==> src/rtl/traffic_pkg.sv <==
// Shared types and constants for the crossroad phase sequencer.
// State codes, light-head codes, config selectors, light decode helper.
package traffic_pkg;

    typedef enum logic [2:0] {
        S_NSG   = 3'd0,
        S_NSY   = 3'd1,
        S_EWG   = 3'd2,
        S_EWY   = 3'd3,
        S_NIGHT = 3'd4
    } state_e;

    localparam logic [2:0] L_RED = 3'b100;
    localparam logic [2:0] L_YEL = 3'b010;
    localparam logic [2:0] L_GRN = 3'b001;
    localparam logic [2:0] L_OFF = 3'b000;

    localparam logic [1:0] SEL_NSG = 2'd0;
    localparam logic [1:0] SEL_NSY = 2'd1;
    localparam logic [1:0] SEL_EWG = 2'd2;
    localparam logic [1:0] SEL_EWY = 2'd3;

    // Returns {ns_head, ew_head} for a state and flash phase.
    function automatic logic [5:0] head_lights(state_e s, logic f);
        logic [5:0] r;
        r = {L_OFF, L_OFF};
        unique case (s)
            S_NSG:   r = {L_GRN, L_RED};
            S_NSY:   r = {L_YEL, L_RED};
            S_EWG:   r = {L_RED, L_GRN};
            S_EWY:   r = {L_RED, L_YEL};
            S_NIGHT: r = f ? {L_YEL, L_YEL} : {L_OFF, L_OFF};
            default: r = {L_OFF, L_OFF};
        endcase
        return r;
    endfunction

    function automatic state_e next_phase(state_e s);
        state_e n;
        n = S_NSG;
        unique case (s)
            S_NSG:   n = S_NSY;
            S_NSY:   n = S_EWG;
            S_EWG:   n = S_EWY;
            default: n = S_NSG;
        endcase
        return n;
    endfunction

endpackage

==> src/rtl/traffic_phase_ctrl_if.sv <==
// Control/status bundle between the controller and its environment.
// master: drives TICK/EN/NIGHT/PED_REQ/CFG_*; slave: drives lights/timer/phase.
interface traffic_phase_ctrl_if #(
    parameter int W = 6
);
    logic         TICK;
    logic         EN;
    logic         NIGHT;
    logic         PED_REQ;
    logic         CFG_WE;
    logic [1:0]   CFG_SEL;
    logic [W-1:0] CFG_DATA;
    logic [2:0]   NS_LIGHT;
    logic [2:0]   EW_LIGHT;
    logic [W-1:0] TIME_LEFT;
    logic [2:0]   PHASE;
    logic         PHASE_END;

    modport master (
        output TICK, EN, NIGHT, PED_REQ, CFG_WE, CFG_SEL, CFG_DATA,
        input  NS_LIGHT, EW_LIGHT, TIME_LEFT, PHASE, PHASE_END
    );

    modport slave (
        input  TICK, EN, NIGHT, PED_REQ, CFG_WE, CFG_SEL, CFG_DATA,
        output NS_LIGHT, EW_LIGHT, TIME_LEFT, PHASE, PHASE_END
    );
endinterface

==> src/rtl/traffic_phase_ctrl_phase_timer.sv <==
// Loadable W-bit down counter holding the seconds left in a phase.
// Ports: clk, rst, load/ld_val (load wins), dec; count, is_one.
module phase_timer #(
    parameter int W       = 6,
    parameter int RST_VAL = 30
) (
    input  logic         clk,
    input  logic         rst,
    input  logic         load,
    input  logic [W-1:0] ld_val,
    input  logic         dec,
    output logic [W-1:0] count,
    output logic         is_one
);
    logic [W-1:0] count_q;
    logic [W-1:0] count_d;

    always_comb begin
        count_d = count_q;
        if (load) begin
            count_d = ld_val;
        end else if (dec) begin
            count_d = count_q - W'(1);
        end
    end

    always_ff @(posedge clk or posedge rst) begin
        if (rst) begin
            count_q <= W'(RST_VAL);
        end else begin
            count_q <= count_d;
        end
    end

    assign count  = count_q;
    assign is_one = (count_q == W'(1));
endmodule

==> src/rtl/traffic_phase_ctrl.sv <==
// Crossroad phase sequencer with pedestrian shortening, night flash and
// writable durations. Ports: CLK, RST, bus (slave side of the ctrl interface).
module traffic_phase_ctrl
    import traffic_pkg::*;
#(
    parameter int W       = 6,
    parameter int G_NS    = 30,
    parameter int Y_NS    = 3,
    parameter int G_EW    = 20,
    parameter int Y_EW    = 3,
    parameter int PED_MIN = 5
) (
    input logic                 CLK,
    input logic                 RST,
    traffic_phase_ctrl_if.slave bus
);
    state_e       state_q, state_d;
    logic         flash_q, flash_d;
    logic         ped_q, ped_d;
    logic [W-1:0] dur_q [4];
    logic [W-1:0] dur_d [4];
    logic [2:0]   ns_q, ns_d;
    logic [2:0]   ew_q, ew_d;

    logic         t_load;
    logic [W-1:0] t_val;
    logic         t_dec;
    logic [W-1:0] t_count;
    logic         t_one;
    logic         tick_en;
    logic         green;
    state_e       nxt;

    phase_timer #(
        .W       (W),
        .RST_VAL (G_NS)
    ) u_timer (
        .clk    (CLK),
        .rst    (RST),
        .load   (t_load),
        .ld_val (t_val),
        .dec    (t_dec),
        .count  (t_count),
        .is_one (t_one)
    );

    assign tick_en = bus.TICK & bus.EN;
    assign green   = (state_q == S_NSG) || (state_q == S_EWG);
    assign nxt     = next_phase(state_q);

    always_comb begin
        state_d = state_q;
        flash_d = flash_q;
        ped_d   = ped_q | bus.PED_REQ;
        t_load  = 1'b0;
        t_val   = t_count;
        t_dec   = 1'b0;
        dur_d   = dur_q;

        // Zero duration would never reach is_one, so clamp to 1.
        if (bus.CFG_WE) begin
            dur_d[bus.CFG_SEL] = (bus.CFG_DATA == '0) ? W'(1) : bus.CFG_DATA;
        end

        if (bus.NIGHT) begin
            state_d = S_NIGHT;
            ped_d   = 1'b0;
            t_load  = 1'b1;
            t_val   = '0;
            flash_d = (state_q == S_NIGHT) ? (flash_q ^ bus.TICK) : 1'b1;
        end else if (state_q == S_NIGHT) begin
            state_d = S_NSG;
            flash_d = 1'b0;
            t_load  = 1'b1;
            t_val   = dur_q[SEL_NSG];
        end else if (tick_en && t_one) begin
            state_d = nxt;
            t_load  = 1'b1;
            t_val   = dur_q[nxt[1:0]];
            if (nxt == S_NSY || nxt == S_EWY) begin
                ped_d = 1'b0;
            end
        end else if (tick_en && green && ped_q && (t_count > W'(PED_MIN))) begin
            t_load = 1'b1;
            t_val  = W'(PED_MIN);
        end else if (tick_en) begin
            t_dec = 1'b1;
        end

        {ns_d, ew_d} = head_lights(state_d, flash_d);
    end

    always_ff @(posedge CLK or posedge RST) begin
        if (RST) begin
            state_q <= S_NSG;
            flash_q <= 1'b0;
            ped_q   <= 1'b0;
            dur_q[SEL_NSG] <= W'(G_NS);
            dur_q[SEL_NSY] <= W'(Y_NS);
            dur_q[SEL_EWG] <= W'(G_EW);
            dur_q[SEL_EWY] <= W'(Y_EW);
            ns_q    <= L_GRN;
            ew_q    <= L_RED;
        end else begin
            state_q <= state_d;
            flash_q <= flash_d;
            ped_q   <= ped_d;
            dur_q   <= dur_d;
            ns_q    <= ns_d;
            ew_q    <= ew_d;
        end
    end

    assign bus.NS_LIGHT  = ns_q;
    assign bus.EW_LIGHT  = ew_q;
    assign bus.TIME_LEFT = t_count;
    assign bus.PHASE     = state_q;
    assign bus.PHASE_END = bus.TICK & bus.EN & ~bus.NIGHT &
                           (state_q != S_NIGHT) & t_one;
endmodule

==> src/flat_wrapper.sv <==
// flat-port wrapper written by rule: the top's interface ports become plain ports
module traffic_phase_ctrl_flat import traffic_pkg::*;
#(
    parameter int W       = 6,
    parameter int G_NS    = 30,
    parameter int Y_NS    = 3,
    parameter int G_EW    = 20,
    parameter int Y_EW    = 3,
    parameter int PED_MIN = 5
)
  (CLK, RST, bus_TICK, bus_EN, bus_NIGHT, bus_PED_REQ, bus_CFG_WE, bus_CFG_SEL, bus_CFG_DATA, bus_NS_LIGHT, bus_EW_LIGHT, bus_TIME_LEFT, bus_PHASE, bus_PHASE_END);
  traffic_phase_ctrl_if #(.W(W)) bus_i ();
  input logic CLK;
  input logic RST;
  input wire logic [$bits(bus_i.TICK)-1:0] bus_TICK;
  input wire logic [$bits(bus_i.EN)-1:0] bus_EN;
  input wire logic [$bits(bus_i.NIGHT)-1:0] bus_NIGHT;
  input wire logic [$bits(bus_i.PED_REQ)-1:0] bus_PED_REQ;
  input wire logic [$bits(bus_i.CFG_WE)-1:0] bus_CFG_WE;
  input wire logic [$bits(bus_i.CFG_SEL)-1:0] bus_CFG_SEL;
  input wire logic [$bits(bus_i.CFG_DATA)-1:0] bus_CFG_DATA;
  output wire logic [$bits(bus_i.NS_LIGHT)-1:0] bus_NS_LIGHT;
  output wire logic [$bits(bus_i.EW_LIGHT)-1:0] bus_EW_LIGHT;
  output wire logic [$bits(bus_i.TIME_LEFT)-1:0] bus_TIME_LEFT;
  output wire logic [$bits(bus_i.PHASE)-1:0] bus_PHASE;
  output wire logic [$bits(bus_i.PHASE_END)-1:0] bus_PHASE_END;
  assign bus_i.TICK = bus_TICK;
  assign bus_i.EN = bus_EN;
  assign bus_i.NIGHT = bus_NIGHT;
  assign bus_i.PED_REQ = bus_PED_REQ;
  assign bus_i.CFG_WE = bus_CFG_WE;
  assign bus_i.CFG_SEL = bus_CFG_SEL;
  assign bus_i.CFG_DATA = bus_CFG_DATA;
  assign bus_NS_LIGHT = bus_i.NS_LIGHT;
  assign bus_EW_LIGHT = bus_i.EW_LIGHT;
  assign bus_TIME_LEFT = bus_i.TIME_LEFT;
  assign bus_PHASE = bus_i.PHASE;
  assign bus_PHASE_END = bus_i.PHASE_END;
  traffic_phase_ctrl #(.W(W), .G_NS(G_NS), .Y_NS(Y_NS), .G_EW(G_EW), .Y_EW(Y_EW), .PED_MIN(PED_MIN)) u_core (.CLK(CLK), .RST(RST), .bus(bus_i));
endmodule
==> config.mk <==
export PLATFORM = sky130hd
export DESIGN_NAME = traffic_phase_ctrl_flat
export DESIGN_NICKNAME = d
export VERILOG_FILES = /design/src/rtl/traffic_pkg.sv /design/src/rtl/traffic_phase_ctrl_if.sv /design/src/rtl/traffic_phase_ctrl_phase_timer.sv /design/src/rtl/traffic_phase_ctrl.sv /design/src/flat_wrapper.sv
export SDC_FILE = /design/constraint.sdc
export NUM_CORES = 1
export LEC_CHECK = 0
export ABC_AREA = 1
export CORE_MARGIN = 2
export CORE_UTILIZATION = 58
export DETAILED_ROUTE_END_ITERATION = 8
export GPL_TIMING_DRIVEN = 0
export HOLD_SLACK_MARGIN = 0.05
export PLACE_DENSITY = 0.84
export SYNTH_ARGS = -nofsm -noshare
export SYNTH_HDL_FRONTEND = slang
export SYNTH_SLANG_ARGS = --single-unit
==> constraint.sdc <==
create_clock -name CLK -period 4 [get_ports CLK]
set_input_delay 1 -clock CLK [delete_from_list [all_inputs] [get_ports CLK]]
set_output_delay 1 -clock CLK [all_outputs]
set_load 0.005 [all_outputs]
# Word-level counts from Yosys, hierarchy flattened

Cells that the tools add are included.
W data, S select, Z words.

Register bits after elaboration: 41
Latch bits: 0
Memory bits (writable): 0
Bits in read-only memories: 0
Bits of input ports: 15
Memories kept: 0

$add $sub $neg: 1
$mul: 0
Divide/modulo/power cells: 0
$lt $le $gt $ge: 4
Equal/unequal tests: 12
Shift operators: 0
Muxes and demuxes: 35
Bitwise operators: 9
Reductions and logical operators: 12

Operators by type and width:

| kind                  | number |
|---|---|
| $mux W6               | 10 |
| $pmux W6 S5           | 1 |
| $bwmux W24            | 1 |
| $mux W1               | 16 |
| $bmux W6 S2           | 1 |
| $demux W6 S2          | 1 |
| $eq A3 B2 Y1 const B  | 3 |
| $mux W3               | 3 |
| $eq A3 B1 Y1 const B  | 2 |
| $eq A3 B3 Y1 const B  | 2 |
| $eq A6 B1 Y1 const B  | 1 |
| $ge A3 B3 Y1 const B  | 2 |
| $gt A6 B3 Y1 const B  | 1 |
| $logic_not A3 Y1      | 2 |
| $logic_not A6 Y1      | 1 |
| $not A2 Y3            | 2 |
| $pmux W2 S3           | 1 |
| $sub A6 B1 Y6 const B | 1 |
| $logic_and A1 B1 Y1   | 5 |
| $mux W5               | 1 |
| $ne A5 B5 Y1 const B  | 1 |
| $and A1 B1 Y1         | 4 |
| $lt A3 B1 Y1 const B  | 1 |
| $ne A3 B3 Y1 const B  | 1 |
| 8 further kinds       | 9 |

# Logic depth before layout (Yosys ltp)

Depth after elaboration: 11
Depth in mapped cells: 12

# Modules after synthesis

From an unflattened synthesis, not the netlist that was laid out.

Cell total of the unflattened synthesis: 284
Area, all modules: 2,224.6 um2

Modules (own cells, without submodules):

| module             | times used | cells each | area an instance (um2) | sequential area each (um2) |
|---|---|---|---|---|
| traffic_phase_ctrl | 1          | 235        | 1,815.5                | 890.9 |
| phase_timer        | 1          | 49         | 409.1                  | 155.1 |

# Worst setup path after synthesis

OpenSTA, ideal clock, no wires.

Kind: input to output
From: input port bus_TICK
To: output port bus_PHASE_END
Arrival time: 1.531 ns
Required time: 3.000 ns
Path slack: 1.469 ns
Stages: 4
Cell sequence: nand2_2 nor2_2 nand2_4 nor3_1

Word-level cells in the longest chain between the ends: 4

RTL lines:

| item                       | RTL line                  | source |
|---|---|---|
| start, declared            | flat_wrapper.sv:15        | `input wire logic [$bits(bus_i.TICK)-1:0] bus_TICK;` |
| $and A1 B1 Y1 (3 in a row) | traffic_phase_ctrl.sv:118 | `assign bus.PHASE_END = bus.TICK & bus.EN & ~bus.NIGHT &` |
| $and A1 B1 Y1              | traffic_phase_ctrl.sv:119 | `(state_q != S_NIGHT) & t_one;` |
| end, declared              | flat_wrapper.sv:26        | `output wire logic [$bits(bus_i.PHASE_END)-1:0] bus_PHASE_END;` |

No other way between the ends.

# Final worst setup path

Same ends and word-level chain as after synthesis.

==> impl_metrics.ini <==
[run_status]
status = finished, final reports clean

[floorplan]
die_h_um = 65.5
start_util = 0.599
io_pins = 31
row_count = 22
die_w_um = 65.5
die-area_mm2 = 0.00429
core_region_area_mm2 = 0.00366

[clock_network]
cts_htree_levels = 2
clkTransAtPathRegs_ps = 70
clkSinkCount = 41
cts_setup_buffers = 0
insertion_delay_ps = 300
cts_tree = done
cts_buffer_depth = 2
cts_root_buffer = clkbuf_8
cts_resized = 0
numCtsBuffers = 5
postCtsHoldBufs = 0

[layout]
drive_gt1_frac = 0.188
num-nets-final = 336
nFillCells = 296
diodes = 0
area_growth_pct = 20.4
ff_latch_area_mm2 = 0.00105
multi_input_area_mm2 = 0.00100

[global_routing]
use_met1 = 0.308
grt_use_met3 = 0.0565
grtUsageTotal = 0.242
use_met2 = 0.407
grt_pass1_wl_mm = 7.89
grt_most_used_layer = met2
grt_max_degree = 42
globalRouteOverflowTotal = 0
grt_pass1_vias = 1743
antenna_found_initial = 0

[timing]
final.setup.tns_ps = 0
hold_slack_ps = 489
rsz0062_at_grt = false
finClkSkew_ps = 6.86
fin_crit_ps = 3670
hold_viol = 0
post-route-period-util = 0.917
clock.fmax_mhz = 273
worst_pin_slew_ps = 809
drv_slew = 0
finalSetupViolCount = 0
maxSlewHeadroom = 0.460

[worst_hold_path]
min_to = u_core.dur_q[13]$_DFFE_PP1P_
hold_depth = 2
hp-start = u_core.dur_q[13]$_DFFE_PP1P_
holdCritPathClass = register to register

[placed_design]
dp_hpwl_mm = 3.39
place.gp.congestion = 0.842
io_buffers = 30

[setup_path]
r2r_start = u_core.u_timer.count[1]$_DFFE_PP1P_
endpoint_kind = output port
rrSetupSlack_ps = 2230
cp_data_arrival_time_ps = 2670
start_kind = primary input
worstPathRequired_ps = 3000
reg2regPathDepth = 12
r2r_end = u_core.u_timer.count[5]$_DFFE_PP0P_
criticalPathCategory = primary input to output port
path_max_fanout = 9

[detailed_routing]
drcViolationCount = 0
ant_nets = 0
drt_pass1_iterations = 4
vias = 1894
drt_wl_total_mm = 4.53
wl_per_cell_um = 12.3
first_iter_violations = 112
via_per_inst = 5.15

[logic_synthesis]
synth_warnings = 0
syn_inst = 282
yosysTopAreaCellShare = 0.285
synthDistinctLibCells = 30
syn_nets = 299
avgSynthCellArea_um2 = 7.78
syn-cell-area_mm2 = 0.00219
ys_ff_latch = 41
synth.area.top_cells = dfrtp_1 29%, dfstp_2 19%, nand2_1 17%
yosysSeqAreaShare = 0.477
synth_top_cell_by_area = dfrtp_1

[power]
ir_drop_mv = 0.269
p_leak_uw = 0.00129
p_per_area_mw_per_mm2 = 413

[run]
maxCapViolCount = 0
[cells by family after synthesis]
group           after synthesis  synth area share
flops                        41             0.477
simple gates                154             0.316
compound gates               45             0.114
fa+ha+maj                     2            0.0114
buf+inv                      36            0.0661
xor+xnor                      4            0.0160
[sequential cells by signal, indices dropped and copies added (netlist names)]
register              flops
u_core.bus.PHASE          3
u_core.ped_q              1
u_core.bus.NS_LIGHT       3
u_core.dur_q             24
u_core.bus.EW_LIGHT       3
u_core.u_timer.count      6
u_core.flash_q            1
[worst max-delay path: stages]
cell and delay, ps:
clkdlybuf4s50_1 510, nand2_2 150, nor2_2 190, nand2_4 110
nor3_1 180, clkdlybuf4s50_1 530
[routing by layer]
| layer | share of wire | vias to the layer above |
|---|---|---|
| li1 | - | 961 |
| met1 | 0.44 | 882 |
| met2 | 0.50 | 43 |
| met3 | 0.040 | 8 |
| met4 | 0.013 | 0 |
| met5 | 0 | - |
[Yosys cell counts]
cell type,count
nand2_1,102
a21oi_1,5
buf_6,1
inv_1,20
o211ai_1,1
o21ai_4,1
dfrtp_1,25
nor2_4,2
nand3_2,2
o21ai_1,2
xnor2_1,1
a31o_2,1
nor2_1,14
nand2_4,2
dfstp_2,16
nor2_2,3
nand4_1,2
inv_2,9
o21ai_0,33
nand3_1,15
a21oi_2,1
nand2_2,7
nor3_1,2
ha_1,2
o21ai_2,1
buf_2,2
xor2_1,3
clkbuf_1,4
nor2_8,1
or2_2,2
[cells in the final DEF, fill, tap and decap left out, types with 3 or more instances in the layout]
master           netlist  routed
clkdlybuf4s50_1        0      30
nand3_1               15      15
o21ai_0               33      33
a21oi_1                5       5
nor2_1                14      14
clkbuf_8               0       5
dfstp_2               16      16
nand2_2                7       7
nor2_2                 3       3
inv_2                  9      10
inv_1                 20      19
nand2_1              102     102
xor2_1                 3       3
dfrtp_1               25      25
clkbuf_1               4       4
[final cells by class]
cell class	instances	area share
clock inverters	3	0.00663
flip-flops and latches	41	0.396
inverters	29	0.0412
repair buffers	30	0.114
well taps	48	0.0227
plain buffers	7	0.0137
clock buffers	5	0.0261
multi-input cells	205	0.380
[metrics by stage]
step	total power, uW	instance area [um^2]	utilization	std cells	setup WS, ps
after CTS	1100	2640	0.721	368	321
after floorplan	727	2190	-	282	1470
after global placement	818	2550	0.698	360	331
final	1090	2640	0.721	368	334
after global routing	1160	2640	0.721	368	268
after detailed placement	829	2550	0.698	360	327
[how the worst max path moves through the flow]
stage | start | to | slack [ps] | cells after the start
after detailed placement | bus_TICK | bus_PHASE_END | 330 | 6
after global routing | bus_TICK | bus_PHASE_END | 270 | 6
after floorplan | bus_TICK | bus_PHASE_END | 1470 | 4
after CTS | bus_TICK | bus_PHASE_END | 320 | 6
final | bus_TICK | bus_PHASE_END | 330 | 6
after global placement | bus_TICK | bus_PHASE_END | 330 | 6
[power breakdown]
part	switching [uW]	leakage (uW)	total, uW	internal, uW
Combinational	158	0.000764	284	127
Clock	148	0.0000439	269	120
Sequential	43.8	0.000485	539	495
Total	350	0.00129	1090	742
No activity file was read; power rests on OpenSTA's default activity.
